<file path="src/rtl/alu_issue_ctrl_if.sv">
// Command, register-load, ALU and response signals of the ALU issue stage.
// The slave modport is the issue block; the master modport is its environment.
interface alu_issue_ctrl_if;
    logic        cmd_valid;
    logic        cmd_ready;
    logic        cmd_mode;
    logic [1:0]  cmd_op;
    logic [1:0]  cmd_ra;
    logic [1:0]  cmd_rb;
    logic [1:0]  cmd_rd;
    logic        wr_en;
    logic [1:0]  wr_addr;
    logic [15:0] wr_data;
    logic [15:0] alu_a;
    logic [15:0] alu_b;
    logic        alu_mode;
    logic [1:0]  alu_op;
    logic [31:0] alu_res;
    logic        alu_err;
    logic        rsp_valid;
    logic        rsp_ready;
    logic [31:0] rsp_res;
    logic        rsp_err;
    logic        err_flag;
    logic        err_clr;

    modport slave (
        input  cmd_valid, cmd_mode, cmd_op, cmd_ra, cmd_rb, cmd_rd,
        input  wr_en, wr_addr, wr_data,
        input  alu_res, alu_err, rsp_ready, err_clr,
        output cmd_ready, alu_a, alu_b, alu_mode, alu_op,
        output rsp_valid, rsp_res, rsp_err, err_flag
    );

    modport master (
        output cmd_valid, cmd_mode, cmd_op, cmd_ra, cmd_rb, cmd_rd,
        output wr_en, wr_addr, wr_data,
        output alu_res, alu_err, rsp_ready, err_clr,
        input  cmd_ready, alu_a, alu_b, alu_mode, alu_op,
        input  rsp_valid, rsp_res, rsp_err, err_flag
    );
endinterface

</file>
<file path="src/rtl/alu_issue_ctrl.sv">
// Issue stage for a combinational 16-bit ALU: reads operands from a 4x16
// register file, captures the ALU result, writes back and returns a response.
module alu_issue_ctrl (
    input  logic              clk,
    input  logic              rst_n,
    alu_issue_ctrl_if.slave   bus
);
    typedef enum logic [1:0] {IDLE, EXEC, RESP} state_e;

    state_e            state_q, state_d;
    logic [3:0][15:0]  regs_q, regs_d;
    logic [15:0]       a_q, a_d, b_q, b_d;
    logic              mode_q, mode_d;
    logic [1:0]        op_q, op_d, rd_q, rd_d;
    logic [31:0]       res_q, res_d;
    logic              rerr_q, rerr_d;
    logic              flag_q, flag_d;
    logic              in_idle, in_exec, accept;

    assign in_idle = (state_q == IDLE);
    assign in_exec = (state_q == EXEC);
    assign accept  = in_idle && bus.cmd_valid;

    always_ff @(posedge clk or negedge rst_n) begin
        if (!rst_n) state_q <= IDLE;
        else        state_q <= state_d;
    end

    always_comb begin
        state_d = state_q;
        case (state_q)
            IDLE:    if (bus.cmd_valid) state_d = EXEC;
            EXEC:    state_d = RESP;
            RESP:    if (bus.rsp_ready) state_d = IDLE;
            default: state_d = IDLE;
        endcase
    end

    always_comb begin
        bus.cmd_ready = in_idle;
        bus.rsp_valid = (state_q == RESP);
    end

    always_comb begin
        regs_d = regs_q;
        a_d    = a_q;
        b_d    = b_q;
        mode_d = mode_q;
        op_d   = op_q;
        rd_d   = rd_q;
        res_d  = res_q;
        rerr_d = rerr_q;
        if (in_idle && bus.wr_en) regs_d[bus.wr_addr] = bus.wr_data;
        // Operand fetch forwards a same-cycle register load.
        if (accept) begin
            a_d    = (bus.wr_en && bus.wr_addr == bus.cmd_ra) ? bus.wr_data : regs_q[bus.cmd_ra];
            b_d    = (bus.wr_en && bus.wr_addr == bus.cmd_rb) ? bus.wr_data : regs_q[bus.cmd_rb];
            mode_d = bus.cmd_mode;
            op_d   = bus.cmd_op;
            rd_d   = bus.cmd_rd;
        end
        if (in_exec) begin
            res_d  = bus.alu_res;
            rerr_d = bus.alu_err;
            if (!bus.alu_err) regs_d[rd_q] = bus.alu_res[15:0];
        end
        // Set wins over clear when both happen in the same cycle.
        flag_d = (flag_q & ~bus.err_clr) | (in_exec & bus.alu_err);
    end

    always_ff @(posedge clk or negedge rst_n) begin
        if (!rst_n) begin
            regs_q <= '0;
            a_q    <= '0;
            b_q    <= '0;
            mode_q <= 1'b0;
            op_q   <= '0;
            rd_q   <= '0;
            res_q  <= '0;
            rerr_q <= 1'b0;
            flag_q <= 1'b0;
        end else begin
            regs_q <= regs_d;
            a_q    <= a_d;
            b_q    <= b_d;
            mode_q <= mode_d;
            op_q   <= op_d;
            rd_q   <= rd_d;
            res_q  <= res_d;
            rerr_q <= rerr_d;
            flag_q <= flag_d;
        end
    end

    assign bus.alu_a    = a_q;
    assign bus.alu_b    = b_q;
    assign bus.alu_mode = mode_q;
    assign bus.alu_op   = op_q;
    assign bus.rsp_res  = res_q;
    assign bus.rsp_err  = rerr_q;
    assign bus.err_flag = flag_q;
endmodule

</file>
<file path="src/flat_wrapper.sv">
// flat-port wrapper written by rule: the top's interface ports become plain ports
module alu_issue_ctrl_flat 
  (clk, rst_n, bus_cmd_valid, bus_cmd_mode, bus_cmd_op, bus_cmd_ra, bus_cmd_rb, bus_cmd_rd, bus_wr_en, bus_wr_addr, bus_wr_data, bus_alu_res, bus_alu_err, bus_rsp_ready, bus_err_clr, bus_cmd_ready, bus_alu_a, bus_alu_b, bus_alu_mode, bus_alu_op, bus_rsp_valid, bus_rsp_res, bus_rsp_err, bus_err_flag);
  alu_issue_ctrl_if bus_i ();
  input  logic clk;
  input  logic rst_n;
  input wire logic [$bits(bus_i.cmd_valid)-1:0] bus_cmd_valid;
  input wire logic [$bits(bus_i.cmd_mode)-1:0] bus_cmd_mode;
  input wire logic [$bits(bus_i.cmd_op)-1:0] bus_cmd_op;
  input wire logic [$bits(bus_i.cmd_ra)-1:0] bus_cmd_ra;
  input wire logic [$bits(bus_i.cmd_rb)-1:0] bus_cmd_rb;
  input wire logic [$bits(bus_i.cmd_rd)-1:0] bus_cmd_rd;
  input wire logic [$bits(bus_i.wr_en)-1:0] bus_wr_en;
  input wire logic [$bits(bus_i.wr_addr)-1:0] bus_wr_addr;
  input wire logic [$bits(bus_i.wr_data)-1:0] bus_wr_data;
  input wire logic [$bits(bus_i.alu_res)-1:0] bus_alu_res;
  input wire logic [$bits(bus_i.alu_err)-1:0] bus_alu_err;
  input wire logic [$bits(bus_i.rsp_ready)-1:0] bus_rsp_ready;
  input wire logic [$bits(bus_i.err_clr)-1:0] bus_err_clr;
  output wire logic [$bits(bus_i.cmd_ready)-1:0] bus_cmd_ready;
  output wire logic [$bits(bus_i.alu_a)-1:0] bus_alu_a;
  output wire logic [$bits(bus_i.alu_b)-1:0] bus_alu_b;
  output wire logic [$bits(bus_i.alu_mode)-1:0] bus_alu_mode;
  output wire logic [$bits(bus_i.alu_op)-1:0] bus_alu_op;
  output wire logic [$bits(bus_i.rsp_valid)-1:0] bus_rsp_valid;
  output wire logic [$bits(bus_i.rsp_res)-1:0] bus_rsp_res;
  output wire logic [$bits(bus_i.rsp_err)-1:0] bus_rsp_err;
  output wire logic [$bits(bus_i.err_flag)-1:0] bus_err_flag;
  assign bus_i.cmd_valid = bus_cmd_valid;
  assign bus_i.cmd_mode = bus_cmd_mode;
  assign bus_i.cmd_op = bus_cmd_op;
  assign bus_i.cmd_ra = bus_cmd_ra;
  assign bus_i.cmd_rb = bus_cmd_rb;
  assign bus_i.cmd_rd = bus_cmd_rd;
  assign bus_i.wr_en = bus_wr_en;
  assign bus_i.wr_addr = bus_wr_addr;
  assign bus_i.wr_data = bus_wr_data;
  assign bus_i.alu_res = bus_alu_res;
  assign bus_i.alu_err = bus_alu_err;
  assign bus_i.rsp_ready = bus_rsp_ready;
  assign bus_i.err_clr = bus_err_clr;
  assign bus_cmd_ready = bus_i.cmd_ready;
  assign bus_alu_a = bus_i.alu_a;
  assign bus_alu_b = bus_i.alu_b;
  assign bus_alu_mode = bus_i.alu_mode;
  assign bus_alu_op = bus_i.alu_op;
  assign bus_rsp_valid = bus_i.rsp_valid;
  assign bus_rsp_res = bus_i.rsp_res;
  assign bus_rsp_err = bus_i.rsp_err;
  assign bus_err_flag = bus_i.err_flag;
  alu_issue_ctrl u_core (.clk(clk), .rst_n(rst_n), .bus(bus_i));
endmodule
</file>
<file path="config.mk">
export PLATFORM = sky130hd
export DESIGN_NAME = alu_issue_ctrl_flat
export DESIGN_NICKNAME = d
export VERILOG_FILES = /design/src/rtl/alu_issue_ctrl_if.sv /design/src/rtl/alu_issue_ctrl.sv /design/src/flat_wrapper.sv
export SDC_FILE = /design/constraint.sdc
export NUM_CORES = 1
export LEC_CHECK = 0
export ABC_AREA = 1
export CAP_MARGIN = 20
export CORE_MARGIN = 5
export CORE_UTILIZATION = 55
export CTS_CLUSTER_SIZE = 10
export DETAILED_ROUTE_END_ITERATION = 7
export GPL_TIMING_DRIVEN = 0
export PLACE_DENSITY = 0.82
export SYNTH_ARGS = -nofsm -noshare
export SYNTH_HDL_FRONTEND = slang
export SYNTH_SLANG_ARGS = --single-unit
</file>
<file path="constraint.sdc">
create_clock -name clk -period 1.62 [get_ports clk]
set_input_delay 0.324 -clock clk [delete_from_list [all_inputs] [get_ports clk]]
set_output_delay 0.324 -clock clk [all_outputs]
set_load 0.05 [all_outputs]
</file>
# Word-level counts from Yosys, hierarchy flattened
# Index checks and enable logic that the tools add are counted.
# totals
in_bits,66
wordCells,55
out_inout_bits,71
register_bits,137
# classes
n_bitwise,4
n_reduce_logical,8
order_cmp,6
muxes,18
n_eq_ne,6
# op_table
cell,count
two-way mux 64 bit,3
bitwise mux 64 bit,2
two-way mux 16 bit,6
binary-select mux 16 bit (select 2 bit),2
demux 16 bit (select 2 bit),2
"less-than comparator 2 x 3 -> 1 bit, second input constant",4
logical AND 1 bit,6
one-hot mux 2 bit (3 select lines),1
equality test 2 bit,2
"greater-or-equal comparator 2 x 1 -> 1 bit, second input constant",2
two-way mux 2 bit,2
"!= test 2 bit, second input constant",2
bitwise AND 1 bit,2
"equality test 2 x 1 -> 1 bit, second input constant",1
"equality test 2 bit, second input constant",1
logical NOT 2 bit,1
AND reduction 2 bit,1
inverter 1 bit,1
bitwise OR 1 bit,1

# Longest topological paths before layout
# logic_depth
depth_word,9
ltp_mapped,9

# Worst setup path before layout
# OpenSTA, ideal clock, no wires.
# synth_timing
path_type,register -> register
from,register u_core.state_q[0]
to,register u_core.regs_q[53] (netlist bit)
t_arrival_ps,1928
stages_incl_launch_ff,9
t_required_ps,1507
setup_ps,113
setup_slack_ps,-420
n_path_buf,2
period_less_slack_ps,2040
cell_sequence,dfrtp_1 -> nor2_1 -> nand2_1 -> buf_2 -> clkbuf_1 -> nand2_1 -> nand3_1 -> nand2_1 -> inv_1
# synth_lines
item,line_no,rtl
from (decl),alu_issue_ctrl.sv:10,"state_e state_q, state_d;"
from (signal assigned),alu_issue_ctrl.sv:26,else state_q <= state_d;
to (signal assigned),alu_issue_ctrl.sv:83,regs_q <= regs_d;
to (decl),alu_issue_ctrl.sv:11,"logic [3:0][15:0] regs_q, regs_d;"

# Worst setup path in the final report
# layout_timing
from,register u_core.state_q[0]
to,output port bus_cmd_ready
# layout_via
elab_chain_cells,1
# layout_lines
item,line_no,rtl
logical NOT 2 bit,alu_issue_ctrl.sv:20,assign in_idle = (state_q == IDLE);
to (decl),flat_wrapper.sv:20,output wire logic [$bits(bus_i.cmd_ready)-1:0] bus_cmd_ready;
# Every way passes these cells.

==> impl_metrics.json <==
{
  "fillCellCount": 1294,
  "fin_ws_ns": -0.02208,
  "vdd_drop_max_mv": 1.661,
  "synth_sequential_area_ratio_pct": 40.78,
  "max_freq_mhz": 609.0,
  "areaGrowthSynthToFinish_pct": 27.18,
  "power.total_mw": 20.88,
  "clock_skew_ns": 0.008571,
  "cp.arrival_ns": 1.32,
  "clkSinkCount": 137,
  "crit_type": "reg2out",
  "hold_viol": 0,
  "synth_area_um2": 8407,
  "drive_gt1_share_pct": 12.37,
  "post-route-min-period_ns": 1.642,
  "place_congestion": 0.9501,
  "path_max_fanout": 3,
  "cts.path.max_buffers": 2,
  "hold_class": "in2reg",
  "synthesis.nets": 1406,
  "ios": 137,
  "drtAntennaViolNets": 0,
  "clk_transition_reported_paths_ns": 0.06,
  "drc": 0,
  "core_um2": 15090,
  "grt_max_degree": 74,
  "worstSetupEndpointType": "output pin",
  "first_global_vias": 8706,
  "cp.required_ns": 1.30,
  "synthDistinctLibCells": 21,
  "syn_inst": 1340,
  "slew_violations": 0,
  "wirelength_um": 28800,
  "via_per_inst": 5.390,
  "port_buffers": 132,
  "htreeDepth": 4,
  "clockRootBuffer": "clkbuf_16",
  "rsz0062_at_grt": "yes",
  "status": "finished with violations",
  "clk_latency_ns": 0.43,
  "synth.ff_latch_count": 137,
  "grt_overflow_total": 0,
  "drv_cap": 0,
  "start_util_pct": 55.71,
  "route.vias.total": 9163,
  "grt_usage_pct": 32.54,
  "p_per_area_nw_per_um2": 1953,
  "synth_top_area_share_pct": 40.78,
  "nNetsFinal": 1565,
  "setup_viol": 2,
  "first_iter_violations": 1044,
  "die_width_um": 133.6,
  "syn_avg_cell_area_um2": 6.274,
  "dp_slack_ns": -0.6333,
  "wl_per_cell_um": 16.94,
  "post-dp-hpwl_um": 21360,
  "netlist_top_cells_area": "dfrtp_1, nand2_1, nand3_1",
  "violations": "setup timing",
  "grt_first_pass_wirelength_um": 45660,
  "num_rows": 45,
  "yosysTopAreaCell": "dfrtp_1",
  "leakage_nw": 5.954,
  "diodes": 0,
  "worst_pin_slew_ns": 0.6443,
  "cts_tree": "built",
  "finalCritPeriodShare_pct": 101.4,
  "drt_first_pass_iters": 8,
  "antenna_found_initial": 0,
  "cts_buffers": 17,
  "yosysWarnings": 0,
  "die_y_um": 133.6,
  "dieArea_um2": 17860,
  "start_kind": "flop",
  "slew_headroom_pct": 57.04
}
==> registers in the layout (all words and copies together) (netlist names) <==
register / flops
u_core.state_q: 2
u_core.bus.alu_op: 2
u_core.bus.rsp_res: 32
u_core.bus.rsp_err: 1
u_core.rd_q: 2
u_core.bus.err_flag: 1
u_core.bus.alu_a: 16
u_core.bus.alu_b: 16
u_core.regs_q: 64
u_core.bus.alu_mode: 1
==> logic make-up (layout without fill, tap and decap cells) <==
family / after synthesis / in the layout / share of synthesized area, %
AND/OR/NAND/NOR: 962 / 962 / 46.73
buffers and inverters: 188 / 360 / 9.287
flip-flops: 137 / 137 / 40.78
AO/OA/AOI/OAI: 53 / 53 / 3.200
==> area by class of cell <==
cell class                      count  area, um^2  area share (%)
Clock inverter                     12       140.1           1.311
Buffer                             71       439.2           4.108
Multi-Input combinational cell   1015        4260           39.85
Timing Repair Buffer              141        1285           12.02
Tap cell                          188       235.2           2.200
Inverter                          116       455.4           4.260
Clock buffer                       20       446.7           4.178
Sequential cell                   137        3430           32.08
==> where the power goes <==
part / internal [mW] / switching, mW / total [mW]
registers: 5.00 / 1.58 / 6.58
clock network: 2.33 / 1.62 / 3.95
logic: 3.23 / 7.12 / 10.3
total: 10.5 / 10.3 / 20.9
==> layer usage <==
layer  up-vias  track usage [%]  wire (um)
li1       4444                -          -
met1      4123            43.76      11710
met2       526            52.23      13210
met3        70            7.440       3179
met4         0            10.97        700
met5         -                0          0
==> Yosys cell counts, drive strengths merged <==
master  number
o21ai       51
clkinv       2
a21oi        2
clkbuf      28
inv        114
nand2      754
buf         44
nand3      196
nor2        12
dfrtp      137
==> critical path: stages, from the launching register on <==
cell	delay (ns)
dfrtp_2	0.47
nor2_4	0.22
buf_6	0.20
==> stage by stage <==
stage	setup TNS [ns]	area [um^2]	utilization [%]	hold WS, ns	instances
after floorplan	0	8414	-	0.02841	1340
after global placement	-759.52	9971	66.08	0.4615	1660
after detailed placement	-44.51	10000	66.27	0.3586	1661
after CTS	-3.621	10650	70.58	0.3895	1694
after global routing	-0.2410	10690	70.85	0.4291	1700
final	-0.03101	10690	70.85	0.3976	1700
==> placed cells by master (no fill, tap or decap), types with 2 or more instances in the layout <==
cell type / netlist / routed
nand2_2: 7 / 5
inv_1: 108 / 102
clkdlybuf4s15_2: 0 / 28
clkinv_1: 2 / 2
buf_6: 2 / 15
buf_1: 8 / 2
clkdlybuf4s50_1: 0 / 58
bufinv_16: 0 / 2
nand3_1: 192 / 192
inv_4: 1 / 6
inv_2: 5 / 5
nand3_2: 4 / 2
o21ai_1: 16 / 16
buf_4: 6 / 18
o21ai_0: 35 / 35
inv_6: 0 / 5
clkbuf_2: 0 / 38
buf_2: 28 / 17
nand2_4: 0 / 5
clkinvlp_4: 0 / 3
nand3_4: 0 / 2
nor2_2: 2 / 2
clkdlybuf4s15_1: 0 / 5
nor2_1: 6 / 4
nand2_1: 747 / 744
clkbuf_4: 0 / 2
clkbuf_1: 28 / 26
clkbuf_16: 0 / 18
nor2_4: 4 / 6
dfrtp_1: 137 / 136
clkinv_4: 0 / 2
==> repair_timing <==
action                                  CTS  global route
hold buffers                              1             0
endpoints found under the hold margin    64             0
gates cloned                              0             1
gates resized for setup                 194           118
endpoints found under the setup margin  142           119
pin swaps                                 0             1
buffers inserted                          0             6
==> final timing paths <==
kind | startpoint | endpoint | slack, ns | cells past startpoint
hold / removal | bus_cmd_ra[1] | u_core.bus.alu_a[15]$_DFFE_PN0P_ | 0.40 | 6
setup / recovery | u_core.state_q[0]$_DFFE_PN0P_ | bus_cmd_ready | -0.02 | 2
hold reg to reg | u_core.bus.alu_a[12]$_DFFE_PN0P_ | u_core.bus.alu_a[12]$_DFFE_PN0P_ | 0.48 | 2
setup reg to reg | u_core.state_q[0]$_DFFE_PN0P_ | u_core.regs_q[39]$_DFF_PN0_ | 0.04 | 9
max in group asynchronous | rst_n | u_core.regs_q[43]$_DFF_PN0_ | 0.40 | 3
min in group asynchronous | rst_n | u_core.bus.err_flag$_DFF_PN0_ | 0.44 | 2
Power figures use the tool's default switching activity.
